### src/rtl/fp_divider_if.sv
`default_nettype none
// ============================================================================
//  Module      : fp_divider_if
//  Description : Start/busy/done handshake bundle for the sequential
//                single-precision divider. The issuing lane is the master,
//                the divider is the slave.
//  Revision    : 1.0 - initial release
// ============================================================================
interface fp_divider_if;
    logic        start;
    logic [31:0] a;
    logic [31:0] b;
    logic        busy;
    logic        done;
    logic [31:0] out;
    logic        div_by_zero;

    modport master (
        output start, a, b,
        input  busy, done, out, div_by_zero
    );

    modport slave (
        input  start, a, b,
        output busy, done, out, div_by_zero
    );
endinterface
`default_nettype wire

### src/rtl/fp_divider.sv
`default_nettype none
// ============================================================================
//  Module      : fp_divider
//  Description : IEEE-754 single-precision divider, out = a / b, using
//                restoring division (one quotient bit per clock) and
//                truncating rounding. Inf/NaN, zero and divide-by-zero
//                operands are resolved on the accepting edge.
//  Revision    : 1.0 - initial release
// ============================================================================
module fp_divider (
    input  wire logic     clk,
    input  wire logic     rst,
    fp_divider_if.slave   bus
);

    typedef enum logic [1:0] {
        IDLE = 2'd0,
        DIV  = 2'd1,
        NORM = 2'd2,
        DONE = 2'd3
    } state_t;

    localparam logic [31:0] QNAN      = 32'h7FC0_0000;
    localparam logic [4:0]  LAST_BIT  = 5'd24;
    localparam logic [7:0]  EXP_MAX   = 8'hFF;

    state_t             state;
    logic [4:0]         cnt;
    logic [25:0]        rem;
    logic [24:0]        quo;
    logic [23:0]        mb;
    logic               sign;
    logic signed [9:0]  exp_acc;

    logic               busy_flag;
    logic               done_pulse;
    logic [31:0]        result;
    logic               dbz_flag;

    // Operand decode used on the accepting edge
    logic               in_sign;
    logic [7:0]         ea;
    logic [7:0]         eb;
    logic               accept;

    assign in_sign = bus.a[31] ^ bus.b[31];
    assign ea      = bus.a[30:23];
    assign eb      = bus.b[30:23];
    assign accept  = bus.start && ((state == IDLE) || (state == DONE));

    // One restoring-division step: trial subtract, keep on success, shift
    logic               ge;
    logic [25:0]        diff;
    logic [25:0]        kept;
    logic [25:0]        rem_next;

    assign ge       = (rem >= {2'b00, mb});
    assign diff     = rem - {2'b00, mb};
    assign kept     = ge ? diff : rem;
    assign rem_next = {kept[24:0], 1'b0};

    // Normalisation: quotient lies in [2^23, 2^25), so at most one right shift
    logic signed [9:0]  e_fin;
    logic [22:0]        frac;
    logic [31:0]        norm_result;

    // Pick mantissa window and final exponent, then clamp to Inf or zero
    always_comb begin
        e_fin       = exp_acc;
        frac        = quo[22:0];
        norm_result = {sign, 31'h0};
        if (quo[24]) begin
            e_fin = exp_acc;
            frac  = quo[23:1];
        end else begin
            e_fin = exp_acc - 10'sd1;
            frac  = quo[22:0];
        end
        if (e_fin >= 10'sd255) begin
            norm_result = {sign, EXP_MAX, 23'h0};
        end else if (e_fin <= 10'sd0) begin
            norm_result = {sign, 31'h0};
        end else begin
            norm_result = {sign, e_fin[7:0], frac};
        end
    end

    // Control FSM and datapath registers; all outputs come straight from flops
    always_ff @(posedge clk or posedge rst) begin
        if (rst) begin
            state      <= IDLE;
            cnt        <= 5'd0;
            rem        <= 26'd0;
            quo        <= 25'd0;
            mb         <= 24'd0;
            sign       <= 1'b0;
            exp_acc    <= 10'sd0;
            busy_flag  <= 1'b0;
            done_pulse <= 1'b0;
            result     <= 32'h0;
            dbz_flag   <= 1'b0;
        end else begin
            done_pulse <= 1'b0;
            case (state)
                IDLE, DONE: begin
                    state <= IDLE;
                    if (accept) begin
                        sign <= in_sign;
                        if ((ea == EXP_MAX) || (eb == EXP_MAX)) begin
                            result     <= QNAN;
                            dbz_flag   <= 1'b0;
                            done_pulse <= 1'b1;
                            state      <= DONE;
                        end else if (eb == 8'd0) begin
                            result     <= {in_sign, EXP_MAX, 23'h0};
                            dbz_flag   <= 1'b1;
                            done_pulse <= 1'b1;
                            state      <= DONE;
                        end else if (ea == 8'd0) begin
                            result     <= {in_sign, 31'h0};
                            dbz_flag   <= 1'b0;
                            done_pulse <= 1'b1;
                            state      <= DONE;
                        end else begin
                            // Leading one restored; the result register keeps
                            // the previous answer until NORM overwrites it
                            rem       <= {2'b01, bus.a[22:0]};
                            mb        <= {1'b1, bus.b[22:0]};
                            quo       <= 25'd0;
                            cnt       <= LAST_BIT;
                            exp_acc   <= $signed({2'b00, ea}) - $signed({2'b00, eb}) + 10'sd127;
                            busy_flag <= 1'b1;
                            state     <= DIV;
                        end
                    end
                end
                DIV: begin
                    rem <= rem_next;
                    quo <= {quo[23:0], ge};
                    if (cnt == 5'd0) begin
                        state <= NORM;
                    end else begin
                        cnt <= cnt - 5'd1;
                    end
                end
                NORM: begin
                    result     <= norm_result;
                    dbz_flag   <= 1'b0;
                    done_pulse <= 1'b1;
                    busy_flag  <= 1'b0;
                    state      <= DONE;
                end
                default: begin
                    state <= IDLE;
                end
            endcase
        end
    end

    assign bus.busy        = busy_flag;
    assign bus.done        = done_pulse;
    assign bus.out         = result;
    assign bus.div_by_zero = dbz_flag;

endmodule
`default_nettype wire

### src/flat_wrapper.sv
// flat-port wrapper written by rule: the top's interface ports become plain ports
module fp_divider_flat 
  (clk, rst, bus_start, bus_a, bus_b, bus_busy, bus_done, bus_out, bus_div_by_zero);
  fp_divider_if bus_i ();
  input  wire logic clk;
  input  wire logic rst;
  input wire logic [$bits(bus_i.start)-1:0] bus_start;
  input wire logic [$bits(bus_i.a)-1:0] bus_a;
  input wire logic [$bits(bus_i.b)-1:0] bus_b;
  output wire logic [$bits(bus_i.busy)-1:0] bus_busy;
  output wire logic [$bits(bus_i.done)-1:0] bus_done;
  output wire logic [$bits(bus_i.out)-1:0] bus_out;
  output wire logic [$bits(bus_i.div_by_zero)-1:0] bus_div_by_zero;
  assign bus_i.start = bus_start;
  assign bus_i.a = bus_a;
  assign bus_i.b = bus_b;
  assign bus_busy = bus_i.busy;
  assign bus_done = bus_i.done;
  assign bus_out = bus_i.out;
  assign bus_div_by_zero = bus_i.div_by_zero;
  fp_divider u_core (.clk(clk), .rst(rst), .bus(bus_i));
endmodule
### config.mk
export PLATFORM = sky130hd
export DESIGN_NAME = fp_divider_flat
export DESIGN_NICKNAME = d
export VERILOG_FILES = /design/src/rtl/fp_divider_if.sv /design/src/rtl/fp_divider.sv /design/src/flat_wrapper.sv
export SDC_FILE = /design/constraint.sdc
export NUM_CORES = 1
export LEC_CHECK = 0
export ABC_CLOCK_PERIOD_IN_PS = 4200
export BUFFER_PORTS_ARGS = -buffer_cell sky130_fd_sc_hd__clkbuf_2
export CORE_ASPECT_RATIO = 1.5
export CORE_MARGIN = 1
export CORE_UTILIZATION = 35
export CTS_CLUSTER_SIZE = 24
export DETAILED_ROUTE_END_ITERATION = 10
export GPL_ROUTABILITY_DRIVEN = 0
export SYNTH_ARGS = -nofsm -noshare
export SYNTH_HDL_FRONTEND = slang
export SYNTH_SLANG_ARGS = --single-unit
export TNS_END_PERCENT = 100
### constraint.sdc
create_clock -name clk -period 4.2 [get_ports clk]
set_clock_uncertainty 0.15 [all_clocks]
set_input_delay 0 -clock clk [delete_from_list [all_inputs] [get_ports clk]]
set_output_delay 0 -clock clk [all_outputs]
set_load 0.005 [all_outputs]
# After elaboration in Yosys (flattened, before gate mapping)
# Index checks and enable logic that the tools add are counted.
[op_classes]
add_sub_neg = 5
n_mul = 0
div = 0
n_lt_le_gt_ge = 3
eq_ne = 12
shift = 0
mux = 47
bitwise = 4
reduce_logical = 16
[ops]
columns = ["op", "count"]
rows = [
  ["2-to-1 mux 32 bit", 4],
  ["2-to-1 mux 25 bit", 5],
  ["2-to-1 mux 26 bit", 4],
  ["case mux 32 bit (2 select lines)", 1],
  ["2-to-1 mux 31 bit", 2],
  ["case mux 26 bit (2 select lines)", 1],
  ["case mux 25 bit (2 select lines)", 1],
  [">= comparator 26 x 24 -> 1 bit", 1],
  ["2-to-1 mux 5 bit", 5],
  ["subtractor 25 x 24 -> 25 bit", 1],
  ["2-to-1 mux 23 bit", 1],
  ["equality test 8 bit, second input constant", 2],
  ["logical NOT 8 bit", 2],
  ["AND reduction 5 bit", 3],
  ["2-to-1 mux 1 bit", 12],
  ["adder 10 x 8 -> 10 bit, second input constant", 1],
  [">= comparator 10 x 9 -> 1 bit, second input constant", 1],
  ["less-or-equal comparator 10 x 1 -> 1 bit, second input constant", 1],
  ["2-to-1 mux 10 bit", 1],
  ["2-to-1 mux 2 bit", 5],
  ["case mux 5 bit (2 select lines)", 1],
  ["subtractor 10 x 2 -> 10 bit, second input constant", 1],
  ["subtractor 8 x 8 -> 9 bit", 1],
  ["!= test 2 bit, second input constant", 4],
  ["other kinds (18)", 26],
]
[word_totals]
reg_bits = 128
latch_bits = 0
mem_bits_rw = 0
mem_bits_ro = 0
inputBits = 67
output_inout_bits = 35
wordCells = 98
memories = 0

# Longest topological paths before layout
# Gate-level depths: netlist (run 1).
[depth]
depth_word = 6
depth_mapped = 13
ltp_nobuf = 13

# Worst setup path after synthesis (run 1)
# Ideal clock, no wire load.
[synth_timing]
kind = "reg2reg"
from = "register u_core.mb[0]"
to = "register u_core.rem[19]"
setup_ns = 0.118
t_arrival_ns = 2.525
t_required_ns = 3.932
setup_slack_ns = 1.407
stages_incl_launch_ff = 13
n_path_buf = 1
synth_period_minus_slack_ns = 2.793
cell_sequence = "dfrtp_1 -> ha_1 -> fa_1 -> nor2b_1 -> o21bai_1 -> a21oi_1 -> or4_1 -> a21oi_1 -> o21ai_1 -> buf_4 -> mux2i_1 -> a211oi_1 -> a21o_1"
[synth_via]
elab_chain_cells = 3
word_cells_on_any_way = 4
cone_classes = "add/sub (1); order compare (1); mux (2)"
[synth_rtl]
columns = ["item", "line", "text"]
rows = [
  ["start: declaration", "fp_divider.sv:31", "logic [23:0] mb;"],
  ["start signal: assignment", "fp_divider.sv:128", "mb <= {1'b1, bus.b[22:0]};"],
  ["subtractor 25 x 24 -> 25 bit / >= comparator 26 x 24 -> 1 bit (equally long branches)", "fp_divider.sv:58, fp_divider.sv:57", ""],
  ["2-to-1 mux 25 bit *", "fp_divider.sv:59", "assign kept = ge ? diff : rem;"],
  ["case mux 26 bit (2 select lines) *", "fp_divider.sv:104", "case (state)"],
  ["end signal: assignment", "fp_divider.sv:127", "rem <= {2'b01, bus.a[22:0]};"],
  ["end signal: assignment", "fp_divider.sv:138", "rem <= rem_next;"],
  ["end: declaration", "fp_divider.sv:29", "logic [25:0] rem;"],
]
# Mark *: on every way between the ends. The rest lies on a longest branch, timed or not.
# A chain may end at the register's enable or synchronous reset.

# Final worst setup path (run 1)
[layout_timing]
from = "input port bus_b[25]"
to = "register u_core.cnt[1]"
[layout_via]
elab_chain_cells = 4
word_cells_on_any_way = 6
cone_classes = "eq/ne (3); reduce/logical (3)"
[layout_rtl]
columns = ["item", "line", "text"]
rows = [
  ["start: declaration", "flat_wrapper.sv:9", "input wire logic [$bits(bus_i.b)-1:0] bus_b;"],
  ["equality test 8 bit", "fp_divider.sv:109", "if ((ea == EXP_MAX) || (eb == EXP_MAX)) begin"],
  ["logical OR 1 bit", "fp_divider.sv:109", ""],
  ["!= test 2 bit (no line)", "--", ""],
  ["AND reduction 6 bit (no line) *", "--", ""],
  ["end signal: assignment", "fp_divider.sv:143", "cnt <= cnt - 5'd1;"],
  ["end: declaration", "fp_divider.sv:28", "logic [4:0] cnt;"],
]
# Marks and branches as above.

==> results of run 1 <==
==> metal layers <==
| layer | vias up | track usage, % | share of wire [%] |
|---|---|---|---|
| li1 | 3404 | - | - |
| met1 | 3204 | 18.7 | 40 |
| met2 | 125 | 34.1 | 55 |
| met3 | 33 | 3.23 | 2.5 |
| met4 | 0 | 8.02 | 2.7 |
| met5 | - | 0 | 0 |
==> worst max-delay path, stage by stage <==
cell	delay, ns
dlygate4sd3_1	0.53
clkbuf_2	0.12
nor4_1	0.28
dlygate4sd3_1	0.59
nand2_1	0.14
nand3_1	0.27
o21a_1	0.26
or2_2	0.61
buf_4	0.40
a21oi_1	0.10
o22ai_1	0.18
==> state kept, by name, indices dropped and copies added, names as in the netlist, 2 cells and up <==
| signal | flops |
|---|---|
| u_core.bus.out | 32 |
| u_core.exp_acc | 10 |
| u_core.cnt | 5 |
| u_core.rem | 26 |
| u_core.state | 2 |
| u_core.mb | 24 |
| u_core.quo | 25 |
==> cells by family after synthesis <==
logic type | after synthesis
xor gates and xnor gates | 45
buffers and inverters | 96
DFF | 128
muxes | 69
and+or+nand+nor | 298
adders and majority gates | 40
AOI/OAI and AO/OA | 213
==> report_power, final <==
group | internal [mW] | switching, mW
Sequential | 1.61 | 0.288
Combinational | 1.94 | 2.69
Clock | 0.971 | 0.610
Total | 4.52 | 3.58
==> cell type report <==
class / count / area, um2
clock buffer: 18 / 439
clock inverter: 14 / 190
fill: 2201 / 12400
inverter: 56 / 213
multi-input combinational: 665 / 4380
sequential: 128 / 3200
tap: 276 / 345
timing repair buffer: 169 / 1160
==> stage by stage <==
step | hold slack (ns) | util, % | total power, mW | cells | area (um2)
2_1_floorplan | -0.00254 | - | 5.48 | 889 | 7980
3_3_place_gp | 0.0818 | 39.0 | 6.45 | 1236 | 8720
3_5_place_dp | 0.0860 | 39.0 | 6.49 | 1236 | 8720
4_1_cts | 0.0351 | 44.4 | 8.17 | 1326 | 9930
5_1_grt | 0.0639 | 44.4 | 8.82 | 1326 | 9930
6_report | 0.0431 | 44.4 | 8.10 | 1326 | 9930
==> cells in the mapped netlist, types with 3 or more instances <==
library cell  count  area share (%)
xor2_1           18             2.0
nand2_1         129             6.1
buf_1             3            0.14
a211oi_1         10            0.94
or2_4             3            0.33
nor2b_1          14             1.1
dfrtp_1         128              40
nand4_1           7            0.55
and2_1            5            0.39
nor4_1            5            0.39
mux2i_1          44             5.5
xnor2_1          27             3.0
clkbuf_1         31             1.5
nor3_1           10            0.63
nand3_1          33             2.1
o21ai_2          20             2.2
a211o_1           3            0.33
or2_2             3            0.24
o21a_1            8            0.75
ha_1             38             6.0
a21oi_1          48             3.0
nor3b_1           3            0.28
mux2_2           25             3.5
o21bai_1          6            0.56
o21ai_0          63             4.0
or3_1             7            0.55
a31oi_1           8            0.63
o211ai_1          3            0.28
a21o_1           16             1.5
buf_2             3            0.19
nor2_1           60             2.8
inv_1            56             2.6
o32ai_1           3            0.33
nand3b_1          3            0.28
o22ai_1           3            0.24
nand2b_1          8            0.63
==> layout by cell type, fill, tap and decap left out, drive strengths merged, types with 8 or more instances in the layout <==
cell type and instances:
nor2 60, inv 64, a21oi 48, a211oi 10, o21ai 85, nand3 33
dlygate4sd3 58, buf 10, nor2b 14, dfrtp 128, nor3 10, nand2 129
nand2b 8, a31oi 8, mux2i 44, a21o 16, xor2 18, ha 38
clkbuf 119, o21a 8, xnor2 27, mux2 25
==> path summary, 6_finish.rpt <==
path / depth (start not counted) / slack (ns) / end / from
worst max-delay path: 11 / 0.88 / u_core.cnt[1] / bus_b[25]
worst min-delay path: 6 / 0.04 / u_core.exp_acc[8] / bus_b[30]
worst max register to register: 12 / 1.03 / u_core.rem[6] / u_core.mb[0]
worst min register to register: 2 / 0.29 / u_core.mb[23] / u_core.mb[23]
max in group asynchronous: 4 / 2.77 / u_core.rem[15] / rst
min in group asynchronous: 3 / 0.20 / u_core.bus.out[8] / rst
==> impl_results.md, run 1 <==
- Max-slew violation count: 0
- Largest net degree at the start of global routing: 79
- Critical Path RT: 4.38 ns
- WP data arrival: 3.51 ns
- Clock sinks: 128
- Pre-CTS WS: 1.04 ns
- Relative slew slack: 31.9%
- Max_cap viols: 0
- Mapped Area: 7980 um2
- Adder-cell area share of the yosys netlist: 6.46%
- Post-Synth Simple-Gate Area: 17.3%
- Ys async rst share: 100%
- Detail Placement HPWL: 14200 um
- Leak Pwr: 4.68 nW
- Worst hold path class: input port to flip-flop
- First-pass GRT wire length: 33600 um
- Resized Gates After CTS: 0
- Rows: 67
- Crit Path Category: input port to flip-flop
- Via Count: 6766
- Clk_lat worst skew: 0.42 ns
- Synth Flop Type: dfrtp_1
- All-Layer GR Usage: 17.8%
- Cell Pwr Density: 816 nW/um2
- PortBufs: 101
- Largest family of logic cells by synthesized area: simple AND/OR/NAND/NOR gates
- RSZ-0062 raised after global routing: no
- Yosys reg bits: 128
- Clock transition at path regs: 0.06 ns
- Routed Antenna Nets: 0
- Crit end category: flip-flop
- Setup Buffers After CTS: 0
- Worst-margin pin slew: 1.02 ns
- Cts hold-fix bufs: 58
- Die Y: 187 um
- Mux cell area share after synthesis: 9.05%
- F_max: 301 MHz
- Remaining Overflow, GRT: 0
- Worst Setup Slack, final: 0.879 ns
- Final hold vios: 0
- Post-route DRC: 8
- Crit path max fanout: 39
- Number of enable flip-flop cells after synthesis: 0
- Maximum vdd drop: 462 uV
- Area growth from synthesis to layout: 24.5%
- Iter 0 DRT Violations: 262
- Final WL: 19600 um
- Tmin final: 3.32 ns
- CTS Buf Count: 17
- Die W: 125 um
- Drt pass-1 iters: 11
- Setup violations, final: 0
- XOR/XNOR share of the synthesized area: 4.94%
- Synth Area in Compound Gates: 17.1%
- Register area share after synthesis: 40.2%
- Core area: 22400 um2
- Drt wl/cell: 14.7 um
- Synth warn: 0
- Initial Util: 35.6%
- Final period util: 79.1%
- Longest Clk Path Bufs: 2
- Root Buffer: clkbuf_16
- Initial antenna violation count: 0
- Distinct cell type count after synthesis: 60
- Outcome: finished with violations
- Failing checks: design-rule violations
- Layout cells sized above 1: 19.2%
- Post-Synthesis Cells: 889
- Setup_tns: 0 ns
- CP Launch Type: input port
- Post-Syn Area per Cell: 8.97 um2
- H-tree Lvls: 4
- Syn Nets: 996
- Vias in the first global route: 7072
- # IOs: 102
- Die area: 23400 um2
- Layout Nets: 1144
- Diodes inserted: 0
- CTS tree: built
- Vias per cell: 5.10
Note: power is estimated with default switching activity, not from simulation.
==> inputs of run 2 (changes only) <==
Settings changed: ABC_CLOCK_PERIOD_IN_PS 4200 to 3200.
Clock period 4.2 ns to 3.2 ns, I/O delays scaled along.
==> impl_results.md, run 2 (same netlist as run 1, synthesis figures left out) <==
- Outcome: finished with violations
- Failing checks: design-rule violations
- CTS Buf Count: 17 (unchanged)
- Die area: 23400 um2 (unchanged)
- Max-slew violation count: 0 (unchanged)
- Die Y: 187 um (unchanged)
- Drt wl/cell: 14.8 um (+0.70%)
- Vias in the first global route: 7036 (-0.51%)
- WP data arrival: 3.19 ns (-0.32 ns)
- Placed Instances: 1239 (+0.24%)
- Die W: 125 um (unchanged)
- Setup_tns: 0 ns (unchanged)
- Diodes inserted: 0 (unchanged)
- Crit path max fanout: 20 (-49%)
- Setup Buffers After CTS: 0 (unchanged)
- Switch Pwr: 4.67 mW (+30%)
- Final period util: 94.6%
- First-pass GRT wire length: 33600 um (about the same)
- # IOs: 102 (unchanged)
- Final std cells w/o fill: 1329 (+0.23%)
- Commonest non-fill, non-tap cell in the layout: nand2_1
- Initial antenna violation count: 0 (unchanged)
- Via Count: 6771 (+0.074%)
- Initial Util: 35.6% (unchanged)
- Core area: 22400 um2 (unchanged)
- Worst-margin pin slew: 0.970 ns (-0.0506 ns)
- Iter 0 DRT Violations: 318 (+21%)
- CP Launch Type: flip-flop
- Area growth from synthesis to layout: 25.1%
- Maximum vdd drop: 608 uV (+32%)
- Number of flip-flops in the largest register: 32 (unchanged)
- Post-route DRC: 5 (-3)
- PortBufs: 101 (unchanged)
- H-tree Lvls: 4 (unchanged)
- Root Buffer: clkbuf_16
- Relative slew slack: 35.3% (+3.4 points)
- Cell Pwr Density: 1070 nW/um2 (+31%)
- Layout Nets: 1148 (+0.35%)
- Critical Path RT: 3.37 ns (-1.01 ns)
- Vias per cell: 5.09 (-0.15%)
- Detail Placement HPWL: 14100 um (-0.37%)
- Leak Pwr: 4.69 nW (+0.22%)
- Design Power: 10.6 mW (+31%)
- Final hold vios: 0 (unchanged)
- Power share of the clock group: 19.2% (-0.3 points)
- Routed met2 length: 10700 um (about the same)
- Most frequent cells in the layout: 129 x nand2_1, 128 x dfrtp_1, 101 x clkbuf_2, 63 x o21ai_0
- Crit Path Category: flip-flop to flip-flop
- Remaining Overflow, GRT: 0 (unchanged)
- Tmin final: 3.03 ns
- Sw Ratio: 43.9% (-0.30 points)
- Met3 WL: 674 um (+36%)
- Final WL: 19700 um (+0.93%)
- Longest Clk Path Bufs: 2 (unchanged)
- WL met1: 7740 um (-1.3%)
- Setup violations, final: 0 (unchanged)
- F_max: 330 MHz
- Worst hold path class: input port to asynchronous set/reset pin
- Clock sinks: 128 (unchanged)
- RSZ-0062 raised after global routing: no
- Largest net degree at the start of global routing: 73 (-7.6%)
- Clock transition at path regs: 0.06 ns (about the same)
- Top sig layer: met4
- Rows: 67 (unchanged)
- All-Layer GR Usage: 17.9% (+0.075 points)
- Clk_lat worst skew: 0.43 ns (about the same)
- Int Pwr: 5.96 mW (+32%)
- Drt pass-1 iters: 9 (-2)
- Max_cap viols: 0 (unchanged)
- CTS tree: built
- Routed Antenna Nets: 0 (unchanged)
- Layout cells sized above 1: 19.5% (+0.23 points)
- Crit end category: flip-flop
- Sequential Power Share: 23.6% (about the same)
- Part of the power in combinational logic: 57.3% (+0.3 points)
[run 2: changes by cell type in the layout (fill, tap and decap cells not counted), sizes merged]
cell | previous run | this run
dlygate4sd3 | 58 | 59
buf | 10 | 13
clkinv | 2 | 5
inv | 64 | 57
clkbuf | 119 | 120
clkinvlp | 1 | 3
[run 2: repair_timing]
| item | CTS | global route |
|---|---|---|
| endpoints found under the hold margin | 87 | 0 |
| hold buffers | 59 | 0 |
| resized for setup | 0 | 1 |
| setup endpoints to repair | 0 | 10 |
[run 2: per-layer routing]
layer	vias to the layer above	GRT usage, %
met3	37	3.26
met1	3198	18.8
met2	134	33.9
met5	-	0
met4	0	8.63
li1	3402	-
[run 2: through the flow]
stage	hold WS (ns)	setup slack, ns	cell area [um2]	utilization, %
final	0.101	0.173	9980	44.6
after global routing	0.175	0.0111	9980	44.6
after CTS	0.0832	0.0750	9980	44.6
after detailed placement	0.0295	0.113	8770	39.2
after global placement	0.0185	0.214	8770	39.2
after floorplan	-0.00254	0.407	7980	-
[run 2: final cells by class]
class	instances	area [um2]
clock buffers	19	453
repair buffers	173	1220
clock inverters	12	159
inverters	56	214
fillers	2187	12400
well taps	276	345
flip-flops and latches	128	3200
multi-input cells	665	4390
[run 2: power by group through the flow]
stage / combinational, mW / sequential (mW) / clock (mW)
6_report: 6.09 / 2.50 / 2.04
5_1_grt: 6.80 / 2.58 / 2.15
4_1_cts: 6.15 / 2.51 / 2.08
3_5_place_dp: 6.04 / 2.53 / 0
3_3_place_gp: 6.00 / 2.52 / 0
2_1_floorplan: 4.80 / 2.40 / 0
[run 2: final timing paths]
path | from | end | slack [ns] | depth (start not counted)
min reg2reg | u_core.mb[23] | u_core.mb[23] | 0.30 | 2
min in group clk | bus_a[28] | u_core.exp_acc[5] | 0.10 | 5
min | rst | u_core.bus.out[30] | 0.10 | 3
max | u_core.mb[0] | u_core.rem[7] | 0.17 | 12
max in group asynchronous | rst | u_core.quo[10] | 1.82 | 4
max reg2reg | u_core.mb[0] | u_core.rem[7] | 0.17 | 12
[run 2: worst max-delay path: stages (launching register included)]
cell and delay, ns:
dfrtp_1 0.38, ha_1 0.22, fa_1 0.41, nor2b_1 0.18, o21bai_1 0.11, a21oi_2 0.25, or4_1 0.18, a21oi_1 0.11
o21ai_2 0.23, buf_12 0.21, mux2i_1 0.22, a211oi_1 0.09, a21o_1 0.19
